==> config.mk <==
export PLATFORM = sky130hd
export DESIGN_NAME = image_inverter
export DESIGN_NICKNAME = d
export VERILOG_FILES = /design/src/rtl/accel_pkg.sv /design/src/rtl/image_inverter.sv
export SDC_FILE = /design/constraint.sdc
export NUM_CORES = 1
export LEC_CHECK = 0
export CELL_PAD_IN_SITES_DETAIL_PLACEMENT = 0
export CELL_PAD_IN_SITES_GLOBAL_PLACEMENT = 1
export CORE_UTILIZATION = 26
export DETAILED_ROUTE_END_ITERATION = 8
export PLACE_DENSITY_LB_ADDON = 0.1
export SYNTH_ARGS = -nofsm -noshare
export SYNTH_HDL_FRONTEND = slang
export SYNTH_SLANG_ARGS = --single-unit
==> constraint.sdc <==
create_clock -name clk -period 2.95 [get_ports clk]
set_input_delay 0.295 -clock clk [delete_from_list [all_inputs] [get_ports clk]]
set_output_delay 0.295 -clock clk [all_outputs]
set_load 0.01 [all_outputs]
==> src/rtl/accel_pkg.sv <==
// Shared constants and types for the image accelerator: memory geometry,
// the inverter FSM state encoding and the pixel inversion helper.
package accel_pkg;

    localparam int unsigned IMG_WORDS     = 25344;
    localparam int unsigned RESULT_OFFSET = 25344;
    localparam int unsigned ADDR_W        = 16;
    localparam int unsigned DATA_W        = 32;
    localparam int unsigned IDX_W         = 15;

    typedef enum logic [1:0] {
        IDLE  = 2'd0,
        READ  = 2'd1,
        WRITE = 2'd2,
        DONE  = 2'd3
    } state_e;

    // Bitwise complement turns every 8-bit pixel p into 255-p.
    function automatic logic [DATA_W-1:0] invert_word(input logic [DATA_W-1:0] w);
        return ~w;
    endfunction

endpackage

==> src/rtl/image_inverter.sv <==
// Streams an image from memory word by word, writing the inverted pixels to a
// second region at OUT_OFFSET, alternating one read and one write cycle.
module image_inverter
    import accel_pkg::*;
#(
    parameter int unsigned NUM_WORDS  = IMG_WORDS,
    parameter int unsigned OUT_OFFSET = RESULT_OFFSET
) (
    input  logic              clk,
    input  logic              reset,
    input  logic              start,
    output logic              finish,
    output logic              en,
    output logic              we,
    output logic [ADDR_W-1:0] addr,
    output logic [DATA_W-1:0] dataW,
    input  logic [DATA_W-1:0] dataR
);

    localparam logic [IDX_W-1:0]  LastIdx = IDX_W'(NUM_WORDS - 1);
    localparam logic [ADDR_W-1:0] OutBase = ADDR_W'(OUT_OFFSET);

    state_e           state_q, state_d;
    logic [IDX_W-1:0] idx_q, idx_d;

    always_comb begin
        state_d = state_q;
        idx_d   = idx_q;
        case (state_q)
            IDLE: begin
                if (start) state_d = READ;
            end
            READ: begin
                state_d = WRITE;
            end
            WRITE: begin
                if (idx_q < LastIdx) begin
                    idx_d   = idx_q + IDX_W'(1);
                    state_d = READ;
                end else begin
                    idx_d   = '0;
                    state_d = DONE;
                end
            end
            DONE: begin
                // Hold here until start drops so one long start level runs only once.
                if (!start) state_d = IDLE;
            end
            default: begin
                state_d = IDLE;
                idx_d   = '0;
            end
        endcase
    end

    always_ff @(posedge clk) begin
        if (reset) begin
            state_q <= IDLE;
            idx_q   <= '0;
        end else begin
            state_q <= state_d;
            idx_q   <= idx_d;
        end
    end

    // Moore outputs; dataW alone follows dataR combinationally during WRITE.
    always_comb begin
        finish = 1'b0;
        en     = 1'b0;
        we     = 1'b0;
        addr   = '0;
        dataW  = '0;
        case (state_q)
            READ: begin
                en   = 1'b1;
                addr = ADDR_W'(idx_q);
            end
            WRITE: begin
                en    = 1'b1;
                we    = 1'b1;
                addr  = ADDR_W'(idx_q) + OutBase;
                dataW = invert_word(dataR);
            end
            DONE: begin
                finish = 1'b1;
            end
            default: begin
                finish = 1'b0;
            end
        endcase
    end

endmodule

* Word-level counts from Yosys, hierarchy flattened
Index checks and enable logic that the tools add are counted.
** Word-level totals
- Register bits :: 17
- Input bits :: 35
- Output and inout port bits :: 51
- Word-level logic and storage cells :: 24
** Operators by class
- $add $sub $neg :: 2
- $lt $le $gt $ge :: 1
- Equal/unequal tests :: 5
- Multiplexer cells :: 10
- Bitwise gates (word level) :: 1
- Reductions and logical operators :: 3
** Operators by type and width (number)
- two-way mux 32 bit :: 1
- inverter 32 bit :: 1
- one-hot mux 16 bit (2 select lines) :: 1
- adder 15 x 15 -> 16 bit, second input constant :: 1
- adder 15 x 1 -> 15 bit, second input constant :: 1
- < comparator 15 bit, second input constant :: 1
- two-way mux 15 bit :: 1
- one-hot mux 2 bit (4 select lines) :: 1
- two-way mux 2 bit :: 3
- equality test 2 bit, second input constant :: 2
- != test 2 bit, second input constant :: 2
- two-way mux 1 bit :: 3
- equality test 2 x 1 -> 1 bit, second input constant :: 1
- logical NOT 2 bit :: 1
- AND reduction 2 bit :: 1
- OR reduction 2 bit :: 1

* Logic depth before layout (Yosys ltp)
Gate-level depths: netlist (run 1).
- Depth after elaboration :: 3
- Depth in mapped cells :: 8

* Worst setup path after synthesis (run 1)
No wires, ideal clock.
- Path kind :: register -> output
- Start point :: reg state_q[0]
- End point :: out dataW[11]
- Data arrival time :: 1601 ps
- Required time :: 2655 ps
- Slack :: 1054 ps
- Stages on the path, launching flop included :: 8
- Path buffers :: 3
- Path through :: dfxtp_1 inv_1 ha_1 buf_4 inv_1 clkbuf_1 clkbuf_1 nor2_1
** Between the ends
- Longest elaborated chain between the ends :: 2
** Ends and longest elaborated chain
- from (decl) :: line image_inverter.sv:23 : state_e state_q, state_d;
- from (signal assigned) :: line image_inverter.sv:61 : state_q <= state_d;
- equality test 2 bit :: line image_inverter.sv:73 : case (state_q)
- two-way mux 32 bit :: line image_inverter.sv:73
- to (decl) :: line image_inverter.sv:16 : output logic [DATA_W-1:0] dataW,
No other way between the ends.

* Worst setup path in the final report (run 1)
- Start point :: reg state_q[0]
- End point :: out addr[12]
** Between the ends
- Longest elaborated chain between the ends :: 2
** Ends and longest elaborated chain
- equality test 2 bit or equality test 2 x 1 -> 1 bit (tied branches) :: line image_inverter.sv:73
- one-hot mux 16 bit (2 select lines) * :: line image_inverter.sv:73
- to (decl) :: line image_inverter.sv:15 : output logic [ADDR_W-1:0] addr,
Every way passes the cells marked *; elsewhere a longest branch is shown, timed or not.

==> results of run 1 <==
state kept, by name (all words and copies together) (netlist names):
name	flops
idx_q	15
state_q	2
through the flow:
step / power (mW) / util (%)
2_1_floorplan: 0.511 / -
3_3_place_gp: 0.774 / 43.2
3_5_place_dp: 0.772 / 43.2
4_1_cts: 0.956 / 44.1
5_1_grt: 1.01 / 44.1
6_report: 0.941 / 44.1
layer usage:
layer  global-route usage (%)  wire, um  vias up  part of all wire, %
li1                         -         -      796                    -
met1                     17.5      1780      700                   44
met2                     26.7      1970       60                   48
met3                     6.43       330        0                  8.1
met4                    0.839         0        0                    0
met5                        0         0        -                    0
how the worst max path moves through the flow:
stage	endpoint	cells after the start	from	slack, ns
after global placement	addr[12]	7	state_q[0]$_SDFFE_PP0P_	0.65
after CTS	addr[12]	7	state_q[0]$_SDFFE_PP0P_	0.32
after global routing	addr[12]	7	state_q[0]$_SDFFE_PP0P_	0.06
after floorplan	dataW[11]	7	state_q[0]$_SDFFE_PP0P_	1.05
after detailed placement	addr[12]	7	state_q[0]$_SDFFE_PP0P_	0.60
final	addr[12]	7	state_q[0]$_SDFFE_PP0P_	0.32
power by group:
part	switching, mW	total [mW]	internal (mW)
Sequential	0.0208	0.267	0.247
Combinational	0.236	0.495	0.259
Clock	0.0850	0.179	0.0938
worst reg2reg max path, stage by stage, from the launching register on:
cell and delay, ns:
dfxtp_1 0.44, and4_1 0.45, nand4_1 0.33, a21oi_2 0.60
o21a_1 0.21
placed cells by master (no fill, tap or decap), types with 3 or more instances in the layout:
master,count
xor2_1,6
nor3_1,8
o21ai_0,7
a31oi_1,4
and3_1,4
dfxtp_1,17
nand4_1,9
inv_1,7
a22o_1,3
clkbuf_8,3
ha_1,7
clkdlybuf4s50_1,85
nand2_1,14
and2_1,7
o21a_1,4
nand3_1,5
a21oi_1,5
nor2_1,42
cell families after synthesis:
kind of cell | after synthesis | synth area share [%]
multiplexers | 1 | 0.729
XOR/XNOR | 8 | 5.10
flip-flops | 17 | 24.8
AND/OR/NAND/NOR | 101 | 37.1
buffers and inverters | 20 | 10.1
AO/OA/AOI/OAI | 32 | 15.8
adder cells (fa/ha/maj) | 7 | 6.37
cell type report:
cell class	count	share of cell area [%]
multi-input cells	149	39.7
repair buffers	86	38.1
flip-flops and latches	17	15.1
well taps	70	3.89
clock buffers	3	1.83
inverters	7	1.17
clock inverters	1	0.222
==> impl_metrics.ini, run 1 <==
[run_status]
status = finished clean

[yosys]
synthTopCellsByCount = nor2_1, dfxtp_1, nand2_1
synthCells = 186
ys_seq_elements = 17
synth_fp_nets = 228
synth_ff_type = dfxtp_1
ys_types = 41
yosys-top-cells-area = dfxtp_1, nor2_1, ha_1, nand4_1, nand2_1
netlist.area_leader.share_pct = 24.8
syn-cell-area_um2 = 1370
syn_avg_cell_area_um2 = 7.39
ys_warn_count = 0
postSynth.asyncResetShare_pct = 0
yosysSeqAreaShare_pct = 24.8
post-synth-top-count-cell = nor2_1
synth-edff-count = 0
yosys.area.top_type = dfxtp_1

[placement]
place_area_um2 = 2210
place_ws_ns = 0.603
dpl.cell_count = 329
numPortBuffers = 85
gp_congestion = 0.711
dp_hpwl_um = 3080

[timing]
final.setup.tns_ns = 0
finClkSkew_ns = 0.000983
finalHoldViolCount = 0
fmax_mhz = 380
slew_viol_final = 0
fin_ws_ns = 0.321
slew_headroom_pct = 53.6
rsz0062_at_grt = no
setup_violations = 0
period_share_pct = 89.1
worst_pin_slew_ns = 0.693
min_period_ns = 2.63
hold-worst-slack_ns = 0.524

[cells_and_area]
final_layout_size_suffix_gt1_share_pct = 4.56
final_cell_count_no_fill = 333
area_growth_pct = 64.0
ff_latch_area_um2 = 340
nNetsFinal = 306
diodes = 0
nFillCells = 539
multi_input_area_um2 = 895
design_area_um2 = 2250

[clocking]
postCtsSetupBuffers = 0
cts_buffers = 3
cts.sink_count = 17
h-tree-depth = 1
cts_tree = built
clk_pin_slew_ns = 0.07
root_buffer = clkbuf_8
cts_buffer_depth = 2
cts_resized = 0
hold_buffers = 0
clkLatencyLatePin_ns = 0.25

[worst_setup_path]
critPathCaptureType = primary output
ff2ff_path_depth = 4
worstPathCellList = inv_1 -> ha_1 -> nand2_1 -> nor2_1 -> nand3_1 -> o21ai_0 -> clkdlybuf4s50_1
crit_slowest_cell = clkdlybuf4s50_1
critical-path-top-delay-family = buffers and inverters
crit_required_ns = 2.65
max_stage_delay_ns = 0.55
crit_buf_inv = 2
cp_max_fo = 11
r2r_start = idx_q[3]$_SDFFE_PP0N_
reg2reg_to = state_q[1]$_SDFFE_PP0P_
critical_path_class = flop to primary output
worstPathArrival_ns = 2.33
regToRegSetupSlack_ns = 0.87
critPathLaunchType = flop

[min_path]
whs_endpoint = idx_q[0]$_SDFFE_PP0N_
holdPathStages = 2
worstHoldStart = idx_q[0]$_SDFFE_PP0N_
hp-class = flop to flop

[floorplan]
boundaryPins = 86
fp.dieW_um = 74.7
rows = 26
coreArea_um2 = 5110
start_util_pct = 26.9
die_area_um2 = 5580
die_h_um = 74.7

[drt]
drt-total-wl_um = 4080
drc_errors = 0
first_iter_violations = 85
ant_nets = 0
drtPass1Iterations = 4
vias_per_cell = 4.67
vias = 1556
wl_per_cell_um = 12.3

[grt]
grt_overflow = 0
antenna_found_initial = 0
grt_pass1_vias = 1447
grt_use_total_pct = 15.0
grt_pass1_wl_um = 6440
grt_max_degree = 39

[job]
drv_cap = 0

[pwr]
power.density_nw_per_um2 = 418
vdd_ir_drop_max_v = 0.000165
p_leak_nw = 0.814
(Power assumes the default switching activity.)
==> run 2, diff against run 1 <==
--- a/config.mk
+++ b/config.mk
@@ -7,9 +7,10 @@
 export LEC_CHECK = 0
 export CELL_PAD_IN_SITES_DETAIL_PLACEMENT = 0
 export CELL_PAD_IN_SITES_GLOBAL_PLACEMENT = 1
-export CORE_UTILIZATION = 26
+export CORE_UTILIZATION = 25
 export DETAILED_ROUTE_END_ITERATION = 8
 export PLACE_DENSITY_LB_ADDON = 0.1
+export SKIP_LAST_GASP = 1
 export SYNTH_ARGS = -nofsm -noshare
 export SYNTH_HDL_FRONTEND = slang
 export SYNTH_SLANG_ARGS = --single-unit
==> run 2 against run 1 <==
Global-route usage hardly changed. Critical path type unchanged. Register-to-register slack worse by 0.03 ns. Sequential power hardly changed. Flip-flop and latch count stayed put.
==> impl_metrics.ini, run 2 (synthesized netlist as in run 1, its figures left out) <==
[run_status]
status = finished clean

[worst_setup_path]
max_stage_delay_ns = 0.56
worstPathCellList = inv_1 -> ha_1 -> nand2_1 -> nor2_1 -> nand3_1 -> o21ai_0 -> clkdlybuf4s50_1
r2r_start = state_q[0]$_SDFFE_PP0P_
crit_cells = 7
crit_slowest_cell = clkdlybuf4s50_1
crit_path_end = addr[12]
crit_buf_inv = 2
ff2ff_path_depth = 6
worstPathArrival_ns = 2.36
critPathCaptureType = primary output
reg2reg_to = idx_q[14]$_SDFFE_PP0N_
cp_max_fo = 11
crit_required_ns = 2.65
regToRegSetupSlack_ns = 0.84
critPathLaunchType = flop
critical-path-top-delay-family = buffers and inverters
critical_path_class = flop to primary output
crit_path_start = state_q[0]$_SDFFE_PP0P_

[cells_and_area]
largest_reg_flops = 15
area_growth_pct = 64.8
nNetsFinal = 306
mostFrequentLayoutCell = clkdlybuf4s50_1
reg_top3 = idx_q x15, state_q x2
final_cell_count_no_fill = 333
layout_common_cells = clkdlybuf4s50_1, nor2_1, dfxtp_1
diodes = 0
nFillCells = 550
final_layout_size_suffix_gt1_share_pct = 4.18
largest-register = idx_q

[drt]
first_iter_violations = 47
vias_per_cell = 4.76
drc_errors = 0
wl_per_cell_um = 13.3
vias = 1586
drt-total-wl_um = 4440
drtPass1Iterations = 2
ant_nets = 0

[timing]
slew_headroom_pct = 52.1
finClkSkew_ns = 0.00297
setup_violations = 0
period_share_pct = 89.9
fin_ws_ns = 0.297
final.setup.tns_ns = 0
rsz0062_at_grt = no
min_period_ns = 2.65
fmax_mhz = 377
slew_viol_final = 0
worst_pin_slew_ns = 0.717
finalHoldViolCount = 0

[grt]
grt_use_total_pct = 15.0
grt_pass1_wl_um = 7120
grt_pass1_vias = 1508
antenna_found_initial = 0
grt_max_degree = 29
grt_overflow = 0

[placement]
dp_hpwl_um = 3410
place_ws_ns = 0.570
gp_congestion = 0.719
numPortBuffers = 85
dpl.cell_count = 329

[job]
drv_cap = 0

[clocking]
cts.sink_count = 17
cts_buffer_depth = 2
cts_buffers = 3
hold_buffers = 0
clk_pin_slew_ns = 0.07
root_buffer = clkbuf_8
clkLatencyLatePin_ns = 0.25
postCtsSetupBuffers = 0
h-tree-depth = 1
cts_resized = 0
cts_tree = built

[floorplan]
die_area_um2 = 5800
boundaryPins = 86
fp.dieW_um = 76.1
rows = 26
coreArea_um2 = 5200
start_util_pct = 26.4
die_h_um = 76.1

[min_path]
hp-class = flop to flop

[pwr]
power.density_nw_per_um2 = 423
vdd_ir_drop_max_v = 0.000177
p_leak_nw = 0.817
total_power_mw = 0.958
-- run 2: worst reg2reg max path: stages, from the launching register on --
cell and delay [ns]:
dfxtp_1 0.36, inv_1 0.10, ha_1 0.38, inv_1 0.29
buf_12 0.24, a21oi_2 0.46, a211oi_1 0.12
-- run 2: worst min-delay path by stage --
stage                                     start               endpoint  cells past startpoint
after floorplan           idx_q[1]$_SDFFE_PP0N_  idx_q[1]$_SDFFE_PP0N_                      2
after global placement    idx_q[1]$_SDFFE_PP0N_  idx_q[1]$_SDFFE_PP0N_                      2
after detailed placement  idx_q[1]$_SDFFE_PP0N_  idx_q[1]$_SDFFE_PP0N_                      2
after CTS                 idx_q[1]$_SDFFE_PP0N_  idx_q[1]$_SDFFE_PP0N_                      2
after global routing      idx_q[0]$_SDFFE_PP0N_  idx_q[0]$_SDFFE_PP0N_                      2
final                     idx_q[1]$_SDFFE_PP0N_  idx_q[1]$_SDFFE_PP0N_                      2
-- run 2: per-stage QoR --
step | cell area (um2) | hold WS [ns] | util (%)
global placement | 2220 | 0.511 | 42.6
detailed placement | 2220 | 0.509 | 42.6
floorplan | 1370 | 0.471 | -
global route | 2260 | 0.561 | 43.5
CTS | 2260 | 0.519 | 43.5
finish | 2260 | 0.514 | 43.5
-- run 2: area by class of cell --
class / instances / area (um2) / area share (%)
multi-input combinational: 149 / 895 / 39.5
inverter: 7 / 26.3 / 1.16
timing repair buffer: 86 / 871 / 38.5
sequential: 17 / 340 / 15.0
clock buffer: 4 / 45.0 / 1.99
tap: 70 / 87.6 / 3.87
-- run 2: power breakdown --
group	internal [mW]	leakage (nW)	switching (mW)
combinational	0.268	0.657	0.239
clock	0.0960	0.0228	0.0863
sequential	0.247	0.138	0.0232
-- run 2: layer usage --
layer	global-route usage, %	wire length (um)
met1	18.0	2010
met2	26.3	2050
met4	4.04	44
met3	4.07	326
met5	0	0
